$ cat src/rtl/exe_muldiv_unit_pkg.sv
// Shared types and constants for the execute-stage RV32M multiply/divide unit.
package exe_muldiv_unit_pkg;

    localparam int MD_WIDTH = 32;

    // Divide-by-zero quotient and the signed minimum that produces DIV overflow.
    localparam logic [MD_WIDTH-1:0] MD_DIV0_QUOT = {MD_WIDTH{1'b1}};
    localparam logic [MD_WIDTH-1:0] MD_SMIN      = {1'b1, {(MD_WIDTH-1){1'b0}}};

    typedef enum logic [2:0] {
        OP_MUL    = 3'd0,
        OP_MULH   = 3'd1,
        OP_MULHSU = 3'd2,
        OP_MULHU  = 3'd3,
        OP_DIV    = 3'd4,
        OP_DIVU   = 3'd5,
        OP_REM    = 3'd6,
        OP_REMU   = 3'd7
    } muldiv_op_e;

    typedef enum logic [1:0] {
        S_IDLE = 2'd0,
        S_BUSY = 2'd1,
        S_DONE = 2'd2
    } muldiv_state_e;

    function automatic logic op_is_div(input muldiv_op_e op);
        return op inside {OP_DIV, OP_DIVU, OP_REM, OP_REMU};
    endfunction

    function automatic logic op_is_rem(input muldiv_op_e op);
        return op inside {OP_REM, OP_REMU};
    endfunction

    function automatic logic op_a_signed(input muldiv_op_e op);
        return op inside {OP_MUL, OP_MULH, OP_MULHSU, OP_DIV, OP_REM};
    endfunction

    function automatic logic op_b_signed(input muldiv_op_e op);
        return op inside {OP_MUL, OP_MULH, OP_DIV, OP_REM};
    endfunction

endpackage

$ cat src/rtl/exe_muldiv_unit_if.sv
// Execute-stage operand/control inputs and result/stall outputs of the mul/div unit.
interface exe_muldiv_unit_if
    import exe_muldiv_unit_pkg::*;
#(
    parameter int WIDTH = MD_WIDTH
);
    logic             StartE;
    logic [2:0]       MulDivOpE;
    logic [WIDTH-1:0] SrcAE;
    logic [WIDTH-1:0] SrcBE;
    logic [4:0]       RdE;
    logic             FlushE;

    // No valid/ready pair: StartE is held by the pipeline while StallMD is high,
    // and ValidMD is a one-cycle strobe the writeback mux must take when it fires.
    logic             StallMD;
    logic [WIDTH-1:0] ResultMD;
    logic             ValidMD;
    logic [4:0]       RdMD;
    muldiv_state_e    StateMD;

    modport master (
        output StartE, MulDivOpE, SrcAE, SrcBE, RdE, FlushE,
        input  StallMD, ResultMD, ValidMD, RdMD, StateMD
    );

    modport slave (
        input  StartE, MulDivOpE, SrcAE, SrcBE, RdE, FlushE,
        output StallMD, ResultMD, ValidMD, RdMD, StateMD
    );
endinterface

$ cat src/rtl/exe_muldiv_unit.sv
// Iterative RV32M multiply/divide: shift-add multiply and restoring divide on
// operand magnitudes, one bit per cycle, with sign correction in DONE.
module exe_muldiv_unit
    import exe_muldiv_unit_pkg::*;
#(
    parameter int WIDTH = MD_WIDTH
) (
    input  logic             CLK,
    input  logic             RST_N,
    exe_muldiv_unit_if.slave md
);

    localparam int              CW       = $clog2(WIDTH);
    localparam logic [CW-1:0]   CNT_LAST = CW'(WIDTH - 1);
    localparam logic [WIDTH-1:0] ALL_ONES = {WIDTH{1'b1}};
    localparam logic [WIDTH-1:0] SMIN     = {1'b1, {(WIDTH-1){1'b0}}};

    muldiv_state_e      state_q, state_d;
    logic [CW-1:0]      cnt_q, cnt_d;
    muldiv_op_e         op_q, op_d;
    logic [4:0]         rd_q, rd_d;
    logic               neg_q, neg_d;
    logic [WIDTH-1:0]   opnd_q, opnd_d;
    logic [2*WIDTH-1:0] acc_q, acc_d;

    muldiv_op_e       op_in;
    logic             sign_a, sign_b;
    logic [WIDTH-1:0] mag_a, mag_b;
    logic             div_zero, div_ovf, accept;

    assign op_in    = muldiv_op_e'(md.MulDivOpE);
    assign sign_a   = op_a_signed(op_in) & md.SrcAE[WIDTH-1];
    assign sign_b   = op_b_signed(op_in) & md.SrcBE[WIDTH-1];
    assign mag_a    = sign_a ? -md.SrcAE : md.SrcAE;
    assign mag_b    = sign_b ? -md.SrcBE : md.SrcBE;
    assign div_zero = op_is_div(op_in) && (md.SrcBE == '0);
    assign div_ovf  = (op_in inside {OP_DIV, OP_REM}) && (md.SrcAE == SMIN) && (md.SrcBE == ALL_ONES);
    assign accept   = (state_q == S_IDLE) && md.StartE && !md.FlushE;

    // Multiply: acc = {partial product high, remaining multiplier bits}.
    // Divide:   acc = {partial remainder, dividend bits shifting into quotient}.
    logic [WIDTH:0] mul_sum, div_trial, div_diff;
    assign mul_sum   = {1'b0, acc_q[2*WIDTH-1:WIDTH]} + (acc_q[0] ? {1'b0, opnd_q} : '0);
    assign div_trial = acc_q[2*WIDTH-1:WIDTH-1];
    assign div_diff  = div_trial - {1'b0, opnd_q};

    always_comb begin
        state_d = state_q;
        cnt_d   = cnt_q;
        op_d    = op_q;
        rd_d    = rd_q;
        neg_d   = neg_q;
        opnd_d  = opnd_q;
        acc_d   = acc_q;
        unique case (state_q)
            S_IDLE: begin
                if (accept) begin
                    op_d  = op_in;
                    rd_d  = md.RdE;
                    cnt_d = '0;
                    if (div_zero) begin
                        // Quotient half all ones, remainder half the raw dividend.
                        acc_d   = {md.SrcAE, ALL_ONES};
                        neg_d   = 1'b0;
                        state_d = S_DONE;
                    end else if (div_ovf) begin
                        acc_d   = {{WIDTH{1'b0}}, SMIN};
                        neg_d   = 1'b0;
                        state_d = S_DONE;
                    end else begin
                        acc_d   = {{WIDTH{1'b0}}, op_is_div(op_in) ? mag_a : mag_b};
                        opnd_d  = op_is_div(op_in) ? mag_b : mag_a;
                        neg_d   = op_is_rem(op_in) ? sign_a : (sign_a ^ sign_b);
                        state_d = S_BUSY;
                    end
                end
            end
            S_BUSY: begin
                cnt_d = cnt_q + 1'b1;
                if (op_is_div(op_q)) begin
                    if (!div_diff[WIDTH])
                        acc_d = {div_diff[WIDTH-1:0], acc_q[WIDTH-2:0], 1'b1};
                    else
                        acc_d = {div_trial[WIDTH-1:0], acc_q[WIDTH-2:0], 1'b0};
                end else begin
                    acc_d = {mul_sum, acc_q[WIDTH-1:1]};
                end
                if (cnt_q == CNT_LAST)
                    state_d = S_DONE;
            end
            S_DONE:  state_d = S_IDLE;
            default: state_d = S_IDLE;
        endcase
        if (md.FlushE)
            state_d = S_IDLE;
    end

    always_ff @(posedge CLK or negedge RST_N) begin
        if (!RST_N) begin
            state_q <= S_IDLE;
            cnt_q   <= '0;
            op_q    <= OP_MUL;
            rd_q    <= '0;
            neg_q   <= 1'b0;
            opnd_q  <= '0;
            acc_q   <= '0;
        end else begin
            state_q <= state_d;
            cnt_q   <= cnt_d;
            op_q    <= op_d;
            rd_q    <= rd_d;
            neg_q   <= neg_d;
            opnd_q  <= opnd_d;
            acc_q   <= acc_d;
        end
    end

    // Products negate the full double-width value; quotient/remainder negate their half only.
    logic [2*WIDTH-1:0] mul_full;
    logic [WIDTH-1:0]   div_sel, div_res, res;
    assign mul_full = neg_q ? -acc_q : acc_q;
    assign div_sel  = (op_q inside {OP_DIV, OP_DIVU}) ? acc_q[WIDTH-1:0] : acc_q[2*WIDTH-1:WIDTH];
    assign div_res  = neg_q ? -div_sel : div_sel;

    always_comb begin
        res = '0;
        unique case (op_q)
            OP_MUL:                         res = mul_full[WIDTH-1:0];
            OP_MULH, OP_MULHSU, OP_MULHU:   res = mul_full[2*WIDTH-1:WIDTH];
            default:                        res = div_res;
        endcase
    end

    assign md.ValidMD  = (state_q == S_DONE);
    assign md.ResultMD = md.ValidMD ? res : '0;
    assign md.RdMD     = md.ValidMD ? rd_q : '0;
    assign md.StallMD  = accept || (state_q == S_BUSY);
    assign md.StateMD  = state_q;

endmodule

$ cat src/flat_wrapper.sv
// flat-port wrapper written by rule: the top's interface ports become plain ports
module exe_muldiv_unit_flat import exe_muldiv_unit_pkg::*;
#(
    parameter int WIDTH = MD_WIDTH
)
  (CLK, RST_N, md_StartE, md_MulDivOpE, md_SrcAE, md_SrcBE, md_RdE, md_FlushE, md_StallMD, md_ResultMD, md_ValidMD, md_RdMD, md_StateMD);
  exe_muldiv_unit_if #(.WIDTH(WIDTH)) md_i ();
  input  logic CLK;
  input  logic RST_N;
  input wire logic [$bits(md_i.StartE)-1:0] md_StartE;
  input wire logic [$bits(md_i.MulDivOpE)-1:0] md_MulDivOpE;
  input wire logic [$bits(md_i.SrcAE)-1:0] md_SrcAE;
  input wire logic [$bits(md_i.SrcBE)-1:0] md_SrcBE;
  input wire logic [$bits(md_i.RdE)-1:0] md_RdE;
  input wire logic [$bits(md_i.FlushE)-1:0] md_FlushE;
  output wire logic [$bits(md_i.StallMD)-1:0] md_StallMD;
  output wire logic [$bits(md_i.ResultMD)-1:0] md_ResultMD;
  output wire logic [$bits(md_i.ValidMD)-1:0] md_ValidMD;
  output wire logic [$bits(md_i.RdMD)-1:0] md_RdMD;
  output wire logic [$bits(md_i.StateMD)-1:0] md_StateMD;
  assign md_i.StartE = md_StartE;
  assign md_i.MulDivOpE = md_MulDivOpE;
  assign md_i.SrcAE = md_SrcAE;
  assign md_i.SrcBE = md_SrcBE;
  assign md_i.RdE = md_RdE;
  assign md_i.FlushE = md_FlushE;
  assign md_StallMD = md_i.StallMD;
  assign md_ResultMD = md_i.ResultMD;
  assign md_ValidMD = md_i.ValidMD;
  assign md_RdMD = md_i.RdMD;
  assign md_StateMD = md_i.StateMD;
  exe_muldiv_unit #(.WIDTH(WIDTH)) u_core (.CLK(CLK), .RST_N(RST_N), .md(md_i));
endmodule
$ cat config.mk
export PLATFORM = sky130hd
export DESIGN_NAME = exe_muldiv_unit_flat
export DESIGN_NICKNAME = d
export VERILOG_FILES = /design/src/rtl/exe_muldiv_unit_pkg.sv /design/src/rtl/exe_muldiv_unit_if.sv /design/src/rtl/exe_muldiv_unit.sv /design/src/flat_wrapper.sv
export SDC_FILE = /design/constraint.sdc
export NUM_CORES = 1
export LEC_CHECK = 0
export CORE_ASPECT_RATIO = 0.8
export CORE_MARGIN = 3
export CORE_UTILIZATION = 35
export CTS_CLUSTER_DIAMETER = 40
export DETAILED_ROUTE_END_ITERATION = 8
export GPL_ROUTABILITY_DRIVEN = 1
export GPL_TIMING_DRIVEN = 0
export SETUP_SLACK_MARGIN = 0.05
export SLEW_MARGIN = 25
export SYNTH_ARGS = -nofsm -noshare
export SYNTH_HDL_FRONTEND = slang
export SYNTH_SLANG_ARGS = --single-unit
$ cat constraint.sdc
create_clock -name CLK -period 7.9 [get_ports CLK]
set_clock_uncertainty 0.1 [all_clocks]
set_input_delay 1.58 -clock CLK [delete_from_list [all_inputs] [get_ports CLK]]
set_output_delay 1.58 -clock CLK [all_outputs]
set_load 0.05 [all_outputs]
==> qor.yml, run 1 <==
clocking:
  post_cts_buffers: 0
  htree_levels: 3
  cts_buffers: 9
  clockBufferDepth: 2
  cts_tree: "built"
  worstSkewPairLatency_ns: 0.38
  cts_sinks: 112
  cts-root-buf: "clkbuf_16"
  cts-hold-fix-buffers: 0
  clk_pin_slew_ns: 0.09
final_layout:
  num-nets-final: 2243
  antennaDiodeCount: 0
  areaGrowthSynthToFinish_pct: 15.3
  design_area_mm2: 0.0164
  drive_above_1_share_pct: 3.62
hold_path:
  hold_path_class: "reg -> reg"
  min_from: "u_core.rd_q[1]"
  hold_end: "u_core.rd_q[1]"
  whs_path_depth: 2
synth:
  yosys_warnings: 0
  ys_seq_area_share_pct: 19.6
  synth_top_area_share_pct: 19.6
  ys_async_sr_fraction_pct: 100
  synth_cells: 1967
  synth_edf_count: 0
  synthDistinctLibCells: 76
  synth_flop_cell: "dfrtp_1"
  synth_seq_cells: 112
  synth_nets: 2116
  synth_area_leaders: "dfrtp_1 (20%), xnor2_1 (8.0%), o21ai_0 (6.9%)"
  synth_area_per_cell_um2: 7.25
  synth_area_mm2: 0.0143
  yosysTopAreaCell: "dfrtp_1"
worst_setup_path:
  cp_max_fo: 10
  r2r_cells: 15
  cp-start-kind: "flop"
  r2r_slack_ns: 2.12
  worst-setup-path-type: "reg -> out"
  end_kind: "output port"
  worstPathArrival_ns: 6.01
  r2r_start: "u_core.acc_q[31]"
  r2r_end: "u_core.acc_q[39]"
  required_ns: 6.22
timing:
  rsz0062_at_grt: "no"
  hold_viol_final: 0
  max_freq_mhz: 130
  relSlewSlack_pct: 32.6
  tns_ns: 0
  finalCriticalPeriod_ns: 7.69
  worst_pin_slew_ns: 1.01
  finalSetupViolations: 0
  slew_viol_final: 0
  fin_crit_sh_pct: 97.3
global_routing:
  antenna_found_initial: 2
  gr-total-overflow: 0
  grt_pass1_wl_mm: 97.3
  grt_usage_pct: 29.2
  grt_max_degree: 66
  grt_pass1_vias: 15400
drt:
  avgViaCountPerCell: 6.15
  wl_per_cell_um: 24.7
  vias: 16200
  drc_errors: 0
  postRouteAntennaNets: 0
  wl_mm: 65.0
  dr.pass1.iters: 6
  drtIter0Drc: 2075
placement:
  place_congestion: 0.987
  dpl.hpwl_mm: 52.2
  port-buffer-count: 114
  dpl_cell_area_mm2: 0.0161
die:
  core_area_mm2: 0.0399
  initial_core_util_pct: 35.8
  die-height_um: 187
  die_w_um: 232
  rows: 65
  ios: 117
  die_area_mm2: 0.0432
status:
  outcome: "completed"
power_and_ir_drop:
  irDropWorstVdd_mv: 0.139
  power_w: 0.00541
  power.density_mw_per_mm2: 329
  p_leak_nw: 6.47
job:
  maxCapViolCount: 0
-- placed cells by master (no fill, tap or decap), types with 24 or more instances in the layout --
master,Yosys,layout
clkbuf_1,132,129
nand3_1,33,33
mux2i_1,82,82
a221oi_1,41,41
a21o_1,33,33
a21oi_1,136,136
nor3_1,67,65
dfrtp_1,112,112
nand4_1,24,24
o21ai_0,196,196
o31ai_1,37,37
nor2_1,172,172
inv_1,54,54
xnor2_1,131,131
nand2_1,228,228
clkdlybuf4s50_1,0,104
xor2_1,73,73
ha_1,71,71
-- cell usage after synthesis (all sizes together) (19+ instances only) --
cell,n
nand2,228
o21ai,197
nor2,172
a21oi,136
clkbuf,132
xnor2,131
dfrtp,112
mux2i,82
xor2,73
ha,71
nor3,67
inv,54
a221oi,42
o31ai,38
a21o,33
nand3,33
or3,25
nand4,24
a31oi,21
nor4,21
a211oi,20
nand2b,20
buf,19
o211ai,19
-- worst max-delay path by stage --
| stage | from | to | slack [ns] | cells past startpoint |
|---|---|---|---|---|
| floorplan | u_core.op_q[2] | md_ResultMD[20] | 0.78 | 19 |
| global placement | u_core.op_q[2] | md_ResultMD[28] | -1.25 | 22 |
| detailed placement | u_core.op_q[2] | md_ResultMD[28] | -1.21 | 22 |
| CTS | u_core.acc_q[0] | md_ResultMD[10] | 0.13 | 13 |
| global route | u_core.op_q[2] | md_ResultMD[30] | 0.06 | 21 |
| finish | u_core.acc_q[10] | md_ResultMD[31] | 0.21 | 12 |
-- layer usage --
layer / part of all wire, % / track usage (%)
met2: 43 / 43.6
met4: 2.5 / 8.58
met3: 9.7 / 4.85
met5: 0 / 0
met1: 45 / 43.0
-- cell type report --
type / count / area [um2]
Sequential cell: 112 / 2800
Multi-Input combinational cell: 1647 / 10700
Clock buffer: 10 / 229
Tap cell: 536 / 671
Buffer: 150 / 598
Inverter: 57 / 214
Timing Repair Buffer: 117 / 1180
Clock inverter: 6 / 62.6
Fill cell: 4235 / 23400
-- sequential cells by signal, indices dropped and copies added (netlist names) --
register / count
u_core.acc_q: 64
u_core.opnd_q: 32
u_core.cnt_q: 5
u_core.rd_q: 5
u_core.op_q: 3
u_core.md.StateMD: 2
u_core.neg_q: 1
-- cell families after synthesis --
group / count (synthesis) / share of synthesized area (%)
AO/OA/AOI/OAI: 600 / 26.8
flip-flops: 112 / 19.6
adder cells (fa/ha/maj): 73 / 6.51
multiplexers: 89 / 6.31
XOR/XNOR: 204 / 12.5
buffers and inverters: 208 / 5.61
AND/OR/NAND/NOR: 681 / 22.6
-- power breakdown --
group | internal [W] | leakage, nW | switching, W | total [W]
clock network | 0.000224 | 0.142 | 0.000266 | 0.000489
logic | 0.00148 | 4.96 | 0.00242 | 0.00390
registers | 0.000752 | 1.37 | 0.000269 | 0.00102
-- repair_timing --
action,4_1_cts,5_1_grt
endpoints found under the setup margin,16,12
gates cloned,0,0
resized for setup,21,10
endpoints found under the hold margin,0,0
-- per-stage QoR --
step                setup WS [ns]  std cells  hold slack [ns]  utilization, %
CTS                         0.125       2635            0.378            41.2
floorplan                   0.782       1967            0.337               -
finish                      0.212       2635            0.373            41.3
global placement            -1.25       2617            0.356            40.3
global route               0.0552       2635            0.405            41.3
detailed placement          -1.21       2620            0.357            40.5
-- worst max-delay path, stage by stage, from the launching register on --
cell	delay (ns)
dfrtp_1	0.37
clkbuf_1	0.28
or4_1	0.69
nor4_1	0.50
nand4_1	0.49
or3_1	0.50
or3_1	0.35
or4b_4	0.59
or3_4	0.38
o31ai_4	0.18
xnor2_1	0.11
a221oi_2	0.33
clkdlybuf4s50_1	0.86
Power figures use the tool's default switching activity.
==> run 2: changes to the inputs <==
--- a/config.mk
+++ b/config.mk
@@ -11,7 +11,6 @@
 export CTS_CLUSTER_DIAMETER = 40
 export DETAILED_ROUTE_END_ITERATION = 8
 export GPL_ROUTABILITY_DRIVEN = 1
-export GPL_TIMING_DRIVEN = 0
 export SETUP_SLACK_MARGIN = 0.05
 export SLEW_MARGIN = 25
 export SYNTH_ARGS = -nofsm -noshare
==> qor.yml, run 2 (synthesized netlist as in run 1, its figures left out) <==
timing:
  max_freq_mhz: 137  # was 130 MHz
  tns_ns: 0  # unchanged
  slew_viol_final: 0  # unchanged
  worst_pin_slew_ns: 1.03  # was 1.01 ns
  finalSetupViolations: 0  # unchanged
  finalCriticalPeriod_ns: 7.28  # was 7.69 ns
  hold_viol_final: 0  # unchanged
  whs_ns: 0.378  # was 0.373 ns
  relSlewSlack_pct: 31.3  # was 32.6%
  fin_crit_sh_pct: 92.1  # was 97.3%
  rsz0062_at_grt: "no"  # unchanged
final_layout:
  design_area_mm2: 0.0161  # was 0.0164 mm2
  drive_above_1_share_pct: 4.86  # was 3.62%
  layout_commonest_cell: "nand2_1"  # unchanged
  num-nets-final: 2120  # was 2243
  areaGrowthSynthToFinish_pct: 12.7  # was 15.3%
  top_register: "u_core.acc_q"  # unchanged
  reg_top3: "u_core.acc_q x64, u_core.opnd_q x32"  # unchanged
  largest_register_ffs: 64  # unchanged
  layout_common_cells: "nand2_1 (227), o21ai_0 (196), nor2_1 (169)"  # was nand2_1 (228), o21ai_0 (196), nor2_1 (172)
  fillCellCount: 4107  # was 4235
  antennaDiodeCount: 0  # unchanged
clocking:
  cts_buffers: 9  # unchanged
  cts-root-buf: "clkbuf_16"  # unchanged
  worstSkewPairLatency_ns: 0.37  # was 0.38 ns
  cts_tree: "built"  # unchanged
  post_cts_buffers: 0  # unchanged
  cts-hold-fix-buffers: 0  # unchanged
  clockBufferDepth: 2  # unchanged
  cts_sinks: 112  # unchanged
  cts_resized: 0  # was 21
  htree_levels: 3  # unchanged
  clk_pin_slew_ns: 0.10  # was 0.09 ns
worst_setup_path:
  setup.worst_path.start: "u_core.acc_q[16]"  # was u_core.acc_q[10]
  worst-path-buf-inv: 1  # was 2
  cp_slowest_stage_delay_ns: 0.87  # was 0.86 ns
  end_kind: "output port"  # unchanged
  r2r_slack_ns: 2.81  # was 2.12 ns
  cp_max_fo: 8  # was 10
  worstPathArrival_ns: 5.60  # was 6.01 ns
  path_cells: "or4_1, nor3_1, nand4_1, or3_1, or3_1, or4b_4, or3_4, o21ai_0, xor2_1, a221oi_1, clkdlybuf4s50_1"  # was clkbuf_1, or4_1, nor4_1, nand4_1, or3_1, or3_1, or4b_4, or3_4, o31ai_4, xnor2_1, a221oi_2, clkdlybuf4s50_1
  r2r_start: "u_core.acc_q[31]"  # unchanged
  r2r_end: "u_core.acc_q[32]"  # was u_core.acc_q[39]
  crit_path_top_delay_cell: "clkdlybuf4s50_1"  # unchanged
  crit_top_cell: "or3_1"  # unchanged
  r2r_cells: 13  # was 15
  required_ns: 6.22  # about the same
  cpLargestDelayFamily: "simple AND/OR/NAND/NOR gates"  # unchanged
  worst-setup-path-type: "reg -> out"  # unchanged
  cp-start-kind: "flop"  # unchanged
hold_path:
  hold_end: "u_core.rd_q[1]"  # unchanged
  whs_path_depth: 2  # unchanged
  hold_path_class: "reg -> reg"  # unchanged
  min_from: "u_core.rd_q[1]"  # unchanged
die:
  initial_core_util_pct: 35.8  # unchanged
  core_area_mm2: 0.0399  # unchanged
  ios: 117  # unchanged
  rows: 65  # unchanged
  die-height_um: 187  # unchanged
  die_w_um: 232  # unchanged
  die_area_mm2: 0.0432  # unchanged
drt:
  postRouteAntennaNets: 0  # unchanged
  wl_per_cell_um: 22.3  # was 24.7 um
  vias: 15300  # was 16.2k
  wl_mm: 56.1  # was 65.0 mm
  met2_length_mm: 21.4  # was 27.7 mm
  drtIter0Drc: 1712  # was 2075
  dr.pass1.iters: 6  # unchanged
  drc_errors: 0  # unchanged
  route.top_layer_used: "met4"  # unchanged
  avgViaCountPerCell: 6.09  # was 6.15
  wl_met1_mm: 27.3  # was 29.4 mm
  met3_length_mm: 6.60  # was 6.34 mm
power_and_ir_drop:
  power_w: 0.00521  # was 0.00541 W
  pwr-share-seq_pct: 23.8  # was 18.9%
  switching_power_w: 0.00280  # was 0.00295 W
  irDropWorstVdd_mv: 0.157  # was 0.139 mV
  power_switching_share_pct: 53.8  # was 54.6%
  p_comb_share_pct: 66.8  # was 72.1%
  p_clk_share_pct: 9.4  # was 9.0%
  power.density_mw_per_mm2: 324  # was 329 mW/mm2
  p_leak_nw: 6.34  # was 6.47 nW
  internal-power_w: 0.00241  # was 0.00246 W
status:
  outcome: "completed"  # unchanged
placement:
  dpl.hpwl_mm: 43.5  # was 52.2 mm
  port-buffer-count: 116  # was 114
  dpl_cell_area_mm2: 0.0158  # was 0.0161 mm2
  place_congestion: 0.984  # was 0.987
global_routing:
  grt_usage_pct: 25.1  # was 29.2%
  antenna_found_initial: 1  # was 2
  gr-total-overflow: 0  # unchanged
  grt_pass1_vias: 13800  # was 15.4k
  grt_max_degree: 114  # was 66
  grt_pass1_wl_mm: 84.8  # was 97.3 mm
job:
  maxCapViolCount: 0  # unchanged
[run 2: how the worst max path moves through the flow]
stage                                  to  cells past startpoint
after floorplan           md_ResultMD[20]                     19
after detailed placement  md_ResultMD[27]                     11
after CTS                 md_ResultMD[27]                     11
after global placement    md_ResultMD[27]                     11
final                     md_ResultMD[27]                     11
after global routing      md_ResultMD[27]                     11
[run 2: power groups by stage]
stage,logic (W),registers (W),clock network (W)
final,0.00348,0.00124,0.000488
after global placement,0.00338,0.00121,0
after floorplan,0.00278,0.000901,0
after CTS,0.00340,0.00121,0.000501
after global routing,0.00381,0.00126,0.000518
after detailed placement,0.00339,0.00122,0
[run 2: final cells by class]
cell class / count / area, um2 / share of cell area, %
timing repair buffer: 144 / 1370 / 8.54
clock buffer: 9 / 225 / 1.40
multi-input combinational: 1647 / 10700 / 66.6
clock inverter: 7 / 80.1 / 0.498
sequential: 112 / 2810 / 17.5
tap: 536 / 671 / 4.17
inverter: 57 / 214 / 1.33
[run 2: metal layers]
metal | GRT usage (%) | up-vias
li1 | - | 7149
met5 | 0 | -
met1 | 39.7 | 7279
met2 | 33.4 | 812
met4 | 4.43 | 0
met3 | 7.13 | 48
[run 2: tightest hold or removal path, stage by stage, from the launching register on]
cell and delay [ns]:
dfrtp_1 0.35, nand2_1 0.05, nand2_1 0.06
[run 2: metrics by stage]
stage,std cells,utilization (%),worst slack (ns)
after detailed placement,2496,39.6,1.04
after global routing,2512,40.3,0.289
after global placement,2495,39.5,1.11
final,2512,40.3,0.622
after floorplan,1967,-,0.782
after CTS,2512,40.3,0.603
